### config.mk
export PLATFORM = sky130hd
export DESIGN_NAME = onehot_rr_encoder
export DESIGN_NICKNAME = d
export VERILOG_FILES = /design/src/rtl/onehot_rr_encoder_pkg.sv /design/src/rtl/onehot_rr_encoder_prio_pick.sv /design/src/rtl/onehot_rr_encoder.sv
export SDC_FILE = /design/constraint.sdc
export NUM_CORES = 1
export LEC_CHECK = 0
export ABC_AREA = 1
export CAP_MARGIN = 0
export CORE_MARGIN = 5
export CORE_UTILIZATION = 42
export CTS_CLUSTER_DIAMETER = 30
export CTS_CLUSTER_SIZE = 14
export DETAILED_ROUTE_END_ITERATION = 10
export GPL_TIMING_DRIVEN = 0
export PLACE_DENSITY_LB_ADDON = 0.2
export SETUP_SLACK_MARGIN = 0.02
export SKIP_LAST_GASP = 1
export SLEW_MARGIN = 5
export SYNTH_ARGS = -nofsm -noshare
export SYNTH_HDL_FRONTEND = slang
export SYNTH_SLANG_ARGS = --single-unit
### constraint.sdc
create_clock -name clk -period 1.2 [get_ports clk]
set_input_delay 0.18 -clock clk [delete_from_list [all_inputs] [get_ports clk]]
set_output_delay 0.18 -clock clk [all_outputs]
set_load 0.005 [all_outputs]
### src/rtl/onehot_rr_encoder_pkg.sv
// Shared constants for the one-hot / priority / round-robin encoder.
//   MODE_STRICT : input must be one-hot; index is the OR of all set-bit indices
//   MODE_PRIO   : lowest set bit wins
//   MODE_RR     : first set bit at or above a rotating pointer wins
//   NUM_PORTS   : default request-vector width used when instantiating WIDTH
package onehot_rr_encoder_pkg;

  localparam int unsigned MODE_STRICT = 0;
  localparam int unsigned MODE_PRIO   = 1;
  localparam int unsigned MODE_RR     = 2;

  localparam int unsigned NUM_PORTS   = 8;
  localparam int unsigned ERR_CNT_W   = 8;

endpackage

### src/rtl/onehot_rr_encoder_prio_pick.sv
// Combinational lowest-set-bit picker.
//   i_vec    : request vector
//   o_onehot : one-hot of the lowest set bit (zero when i_vec == 0)
//   o_idx    : index of the lowest set bit (zero when i_vec == 0)
//   o_any    : i_vec has at least one bit set
module prio_pick #(
  parameter int unsigned WIDTH = 8,
  parameter int unsigned BIN_W = $clog2(WIDTH)
) (
  input  logic [WIDTH-1:0] i_vec,
  output logic [WIDTH-1:0] o_onehot,
  output logic [BIN_W-1:0] o_idx,
  output logic             o_any
);

  // Two's-complement trick isolates the lowest set bit.
  assign o_onehot = i_vec & (~i_vec + WIDTH'(1));
  assign o_any    = |i_vec;

  // Scan downwards so the lowest set index is the last one written.
  always_comb begin
    o_idx = '0;
    for (int i = WIDTH - 1; i >= 0; i--) begin
      if (i_vec[i]) o_idx = BIN_W'(i);
    end
  end

endmodule

### src/rtl/onehot_rr_encoder.sv
// One-hot / priority / round-robin encoder with a single registered output stage.
//   clk, rst_n          : clock and asynchronous active-low reset
//   in_vec, in_valid    : request vector and its valid
//   in_ready            : stage can accept this cycle (!out_valid || out_ready)
//   out_bin, out_onehot : encoded index and one-hot of the selected bit
//   out_err             : input was illegal for the selected MODE
//   out_valid, out_ready: output handshake
//   err_cnt             : saturating count of accepted inputs flagged with an error
module onehot_rr_encoder
  import onehot_rr_encoder_pkg::*;
#(
  parameter  int unsigned WIDTH = NUM_PORTS,
  parameter  int unsigned MODE  = MODE_STRICT,
  localparam int unsigned BIN_W = $clog2(WIDTH)
) (
  input  logic                 clk,
  input  logic                 rst_n,
  input  logic [WIDTH-1:0]     in_vec,
  input  logic                 in_valid,
  output logic                 in_ready,
  output logic [BIN_W-1:0]     out_bin,
  output logic [WIDTH-1:0]     out_onehot,
  output logic                 out_err,
  output logic                 out_valid,
  input  logic                 out_ready,
  output logic [ERR_CNT_W-1:0] err_cnt
);

  if (WIDTH < 2 || WIDTH > 64) begin : g_bad_width
    $error("onehot_rr_encoder: WIDTH must be in 2..64");
  end

  logic                 w_accept;
  logic                 w_xfer;
  logic [BIN_W-1:0]     w_sel_bin;
  logic [WIDTH-1:0]     w_sel_oh;
  logic                 w_sel_err;

  logic                 r_valid;
  logic [BIN_W-1:0]     r_bin;
  logic [WIDTH-1:0]     r_oh;
  logic                 r_err;
  logic [ERR_CNT_W-1:0] r_err_cnt;

  assign w_accept = in_valid && in_ready;
  assign w_xfer   = r_valid && out_ready;

  if (MODE == MODE_STRICT) begin : g_strict
    // Illegal (multi-hot) inputs still produce a deterministic code: OR of indices.
    always_comb begin
      w_sel_bin = '0;
      for (int i = 0; i < WIDTH; i++) begin
        if (in_vec[i]) w_sel_bin = w_sel_bin | BIN_W'(i);
      end
    end
    assign w_sel_oh  = in_vec;
    assign w_sel_err = ($countones(in_vec) != 1);

  end else if (MODE == MODE_PRIO) begin : g_prio
    logic w_any;

    prio_pick #(
      .WIDTH (WIDTH),
      .BIN_W (BIN_W)
    ) u_pick (
      .i_vec    (in_vec),
      .o_onehot (w_sel_oh),
      .o_idx    (w_sel_bin),
      .o_any    (w_any)
    );

    assign w_sel_err = !w_any;

  end else if (MODE == MODE_RR) begin : g_rr
    logic [BIN_W-1:0] r_ptr;
    logic [WIDTH-1:0] w_mask;
    logic [WIDTH-1:0] w_m_oh;
    logic [BIN_W-1:0] w_m_idx;
    logic             w_m_any;
    logic [WIDTH-1:0] w_u_oh;
    logic [BIN_W-1:0] w_u_idx;
    logic             w_u_any;
    logic [BIN_W-1:0] w_ptr_nxt;

    // Keep only requests at or above the pointer; fall back to the full vector
    // when none remain, which implements the wrap from WIDTH-1 to 0.
    always_comb begin
      w_mask = '0;
      for (int i = 0; i < WIDTH; i++) begin
        w_mask[i] = (BIN_W'(i) >= r_ptr);
      end
    end

    prio_pick #(
      .WIDTH (WIDTH),
      .BIN_W (BIN_W)
    ) u_pick_masked (
      .i_vec    (in_vec & w_mask),
      .o_onehot (w_m_oh),
      .o_idx    (w_m_idx),
      .o_any    (w_m_any)
    );

    prio_pick #(
      .WIDTH (WIDTH),
      .BIN_W (BIN_W)
    ) u_pick_full (
      .i_vec    (in_vec),
      .o_onehot (w_u_oh),
      .o_idx    (w_u_idx),
      .o_any    (w_u_any)
    );

    assign w_sel_oh  = w_m_any ? w_m_oh  : w_u_oh;
    assign w_sel_bin = w_m_any ? w_m_idx : w_u_idx;
    assign w_sel_err = !w_u_any;
    assign w_ptr_nxt = (w_sel_bin == BIN_W'(WIDTH - 1)) ? '0 : w_sel_bin + BIN_W'(1);

    always_ff @(posedge clk or negedge rst_n) begin
      if (!rst_n) begin
        r_ptr <= '0;
      end else if (w_accept && w_u_any) begin
        r_ptr <= w_ptr_nxt;
      end
    end

  end else begin : g_bad_mode
    $error("onehot_rr_encoder: MODE must be 0, 1 or 2");
  end

  always_ff @(posedge clk or negedge rst_n) begin
    if (!rst_n) begin
      r_valid   <= 1'b0;
      r_bin     <= '0;
      r_oh      <= '0;
      r_err     <= 1'b0;
      r_err_cnt <= '0;
    end else begin
      if (w_accept) begin
        r_valid <= 1'b1;
        r_bin   <= w_sel_bin;
        r_oh    <= w_sel_oh;
        r_err   <= w_sel_err;
        if (w_sel_err && (r_err_cnt != {ERR_CNT_W{1'b1}})) begin
          r_err_cnt <= r_err_cnt + ERR_CNT_W'(1);
        end
      end else if (w_xfer) begin
        r_valid <= 1'b0;
      end
    end
  end

  assign in_ready   = !r_valid || out_ready;
  assign out_valid  = r_valid;
  assign out_bin    = r_bin;
  assign out_onehot = r_oh;
  assign out_err    = r_err;
  assign err_cnt    = r_err_cnt;

endmodule

==> flow_summary.toml <==
[power]
ir_worst_vdd_mv = 1.131
p_clk_share_pct = 14.5
p_comb_share_pct = 46.2
p_seq_share_pct = 39.3
p_leak_nw = 0.8894
swShare_pct = 36.74
p_per_area_nw_per_um2 = 1341
intPower_mw = 1.522
p_sw_uw = 883.9
p_total_mw = 2.406

[grt]
grt_pass1_vias = 1167
grt_pass1_wl_mm = 5.002
grt_max_degree = 22
grt_overflow = 0
antenna_found_initial = 0
grt_use_total_pct = 15.36

[final_layout]
areaGrowthSynthToFinish_pct = 49.22
diodes = 0
final_area_um2 = 1794
fill_cells = 256
drive_gt1_share_pct = 29.02
final_nets = 214
fin_util_pct = 65.06

[floorplanning]
dieHeight_um = 63.51
ios = 34
fp-row-count = 19
initial_core_util_pct = 43.60
core_region_area_um2 = 2758
fp.dieW_um = 63.51
die-area_um2 = 4033

[detailed_routing]
wl_mm = 2.936
drt_iter0_markers = 39
avgViaCountPerCell = 4.982
dr.pass1.iters = 4
drc_errors = 0
antenna_left = 0
dr_total_vias = 1116
routedWlPerCell_um = 13.11

[sta]
period_share_pct = 237.0
rsz0062_at_grt = "true"
setup_ws_ns = -1.645
timing.final.hold_violations = 0
clock_skew_ns = 0.004449
max_freq_mhz = 351.6
final_max_slew_viol_count = 0
slew_headroom_pct = 35.68
final.min_clock_period_ns = 2.845
fin_tns_setup_ns = -14.94
setup_viol = 11
tightest_slew_ns = 0.9618

[job]
maxCapViolCount = 0

[worst_setup_path]
reg2reg_depth = 7
crit_arrival_ns = 3.10
crit_fanout = 8
start_kind = "primary input"
end_kind = "flip-flop"
critPathKind = "in2reg"
cp.required_ns = 1.46

[run_status]
outcome = "finished, violations left"
violations = "setup timing"

[cts]
cts_sinks = 21
cts.htree.levels = 1
cts_buffers = 3
cts_tree = "done"
root_buffer = "clkbuf_4"
clk_latency_ns = 0.31
clk_pin_slew_ns = 0.12
cts.path.max_buffers = 2

[synthesis]
synth.mux.area_fraction_pct = 0
ys_seq_elements = 21
synthSimpleGateAreaFrac_pct = 31.11
syn-num-nets = 162
synth_cell_types = 25
synth_xor_area_share_pct = 2.185
synth_top_family_by_area = "simple AND/OR/NAND/NOR gates"
synth_compound_area_share_pct = 5.515
synthAdderAreaFrac_pct = 10.82
synthCells = 142
ys_seq_area_share_pct = 43.70
synth.avg_cell_area_um2 = 8.468
syn-cell-area_um2 = 1202
yosysWarnings = 0

[placement]
place.gp.congestion = 0.8056
hpwl_mm = 2.080
place_area_um2 = 1584
io_buffers = 33

[worst_hold_path]
whs_path_depth = 3
hold_path_class = "in2reg"
==> sequential cells by signal (all words and copies together), names as in the netlist <==
signal	cells
err_cnt	8
out_bin	3
out_err	1
out_onehot	8
out_valid	1
==> area by class of cell <==
class	count	area, um^2	area share (%)
plain buffers	1	11.26	0.6276
clock buffers	4	26.28	1.464
inverters	20	87.58	4.881
multi-input cells	100	656.9	36.61
flip-flops and latches	21	525.5	29.29
well taps	31	38.79	2.162
repair buffers	47	447.9	24.97
==> timing repair <==
item                                    CTS  global route
buffers inserted                         11             3
resized for setup                        55            38
pin swaps                                15            16
endpoints found under the setup margin   31            40
hold buffers                              0             0
==> cell usage in the layout (no fill, tap or decap), types with 5 or more instances in the layout <==
cell type,instances
nand2_1,31
clkdlybuf4s50_1,8
dfrtp_1,21
o21ai_1,6
buf_4,13
inv_1,12
nand3_1,7
nor2_1,12
clkdlybuf4s15_1,16
nand2_2,11
inv_2,5
buf_6,5
==> synth_stat cells <==
cell	instances	share of area (%)
nand2_1	42	13
dfrtp_1	21	44
inv_1	18	5.6
nor2_1	13	4.1
nand3_1	7	2.9
o21ai_1	6	2.5
fa_1	4	6.7
ha_1	4	4.2
nand4_1	3	1.6
xor2_1	3	2.2
a21oi_1	2	0.83
inv_2	2	0.62
nand2_2	2	1.0
nor2_4	2	1.9
nor3_1	2	0.83
o21ai_0	2	0.83
a21o_1	1	0.62
a21oi_2	1	0.73
buf_2	1	0.42
nand2_4	1	0.94
nand2_8	1	1.7
nand3_4	1	1.5
nand3b_1	1	0.62
nor2_2	1	0.52
nor4_1	1	0.52
==> cell families (layout without fill, tap and decap cells) <==
family | Yosys count | in the layout
and+or+nand+nor | 77 | 77
DFF | 21 | 21
adders and majority gates | 8 | 8
AOI/OAI and AO/OA | 12 | 12
xor gates and xnor gates | 3 | 3
buffers and inverters | 21 | 72
==> final timing paths <==
kind                                from  slack, ns       endpoint
setup / recovery               in_vec[0]      -1.64     err_cnt[4]
hold / removal                 in_vec[0]       0.09  out_onehot[0]
setup reg to reg              err_cnt[0]      -0.20     err_cnt[4]
hold reg to reg            out_onehot[0]       0.50  out_onehot[0]
max in group asynchronous          rst_n       0.23     err_cnt[0]
min in group asynchronous          rst_n       0.39     err_cnt[6]
==> per-stage QoR <==
step	setup WS (ns)	instances	hold slack, ns
final	-1.645	224	0.08979
after global routing	-1.726	224	0.08135
after CTS	-1.757	221	0.1024
after detailed placement	-2.439	206	0.4769
after global placement	-2.348	206	0.4671
after floorplan	-1.637	142	-0.1156
==> layer usage <==
layer	global-route usage [%]	wire (um)	share of wire (%)
met5	0	0	0
met4	8.571	65	2.2
met3	2.309	123	4.2
met2	27.79	1601	55
met1	16.78	1146	39
==> power by group through the flow <==
stage	clock (mW)	combinational (mW)	sequential, mW
after CTS	0.350	1.00	0.937
after global routing	0.385	1.24	0.968
after detailed placement	0	0.894	0.973
after floorplan	0	0.460	0.972
after global placement	0	0.867	0.966
final	0.348	1.11	0.947
==> critical path: stages <==
cell and delay [ns]:
buf_8 0.08, inv_8 0.03, fa_2 0.57, fa_1 0.44
fa_1 0.43, inv_1 0.07, ha_2 0.19, inv_2 0.04
fa_2 0.52, nand2_2 0.06, nor2_4 0.14, nand2_4 0.09
nand3_4 0.13, nand2_1 0.06, nand2_1 0.07
(Power assumes the default switching activity.)
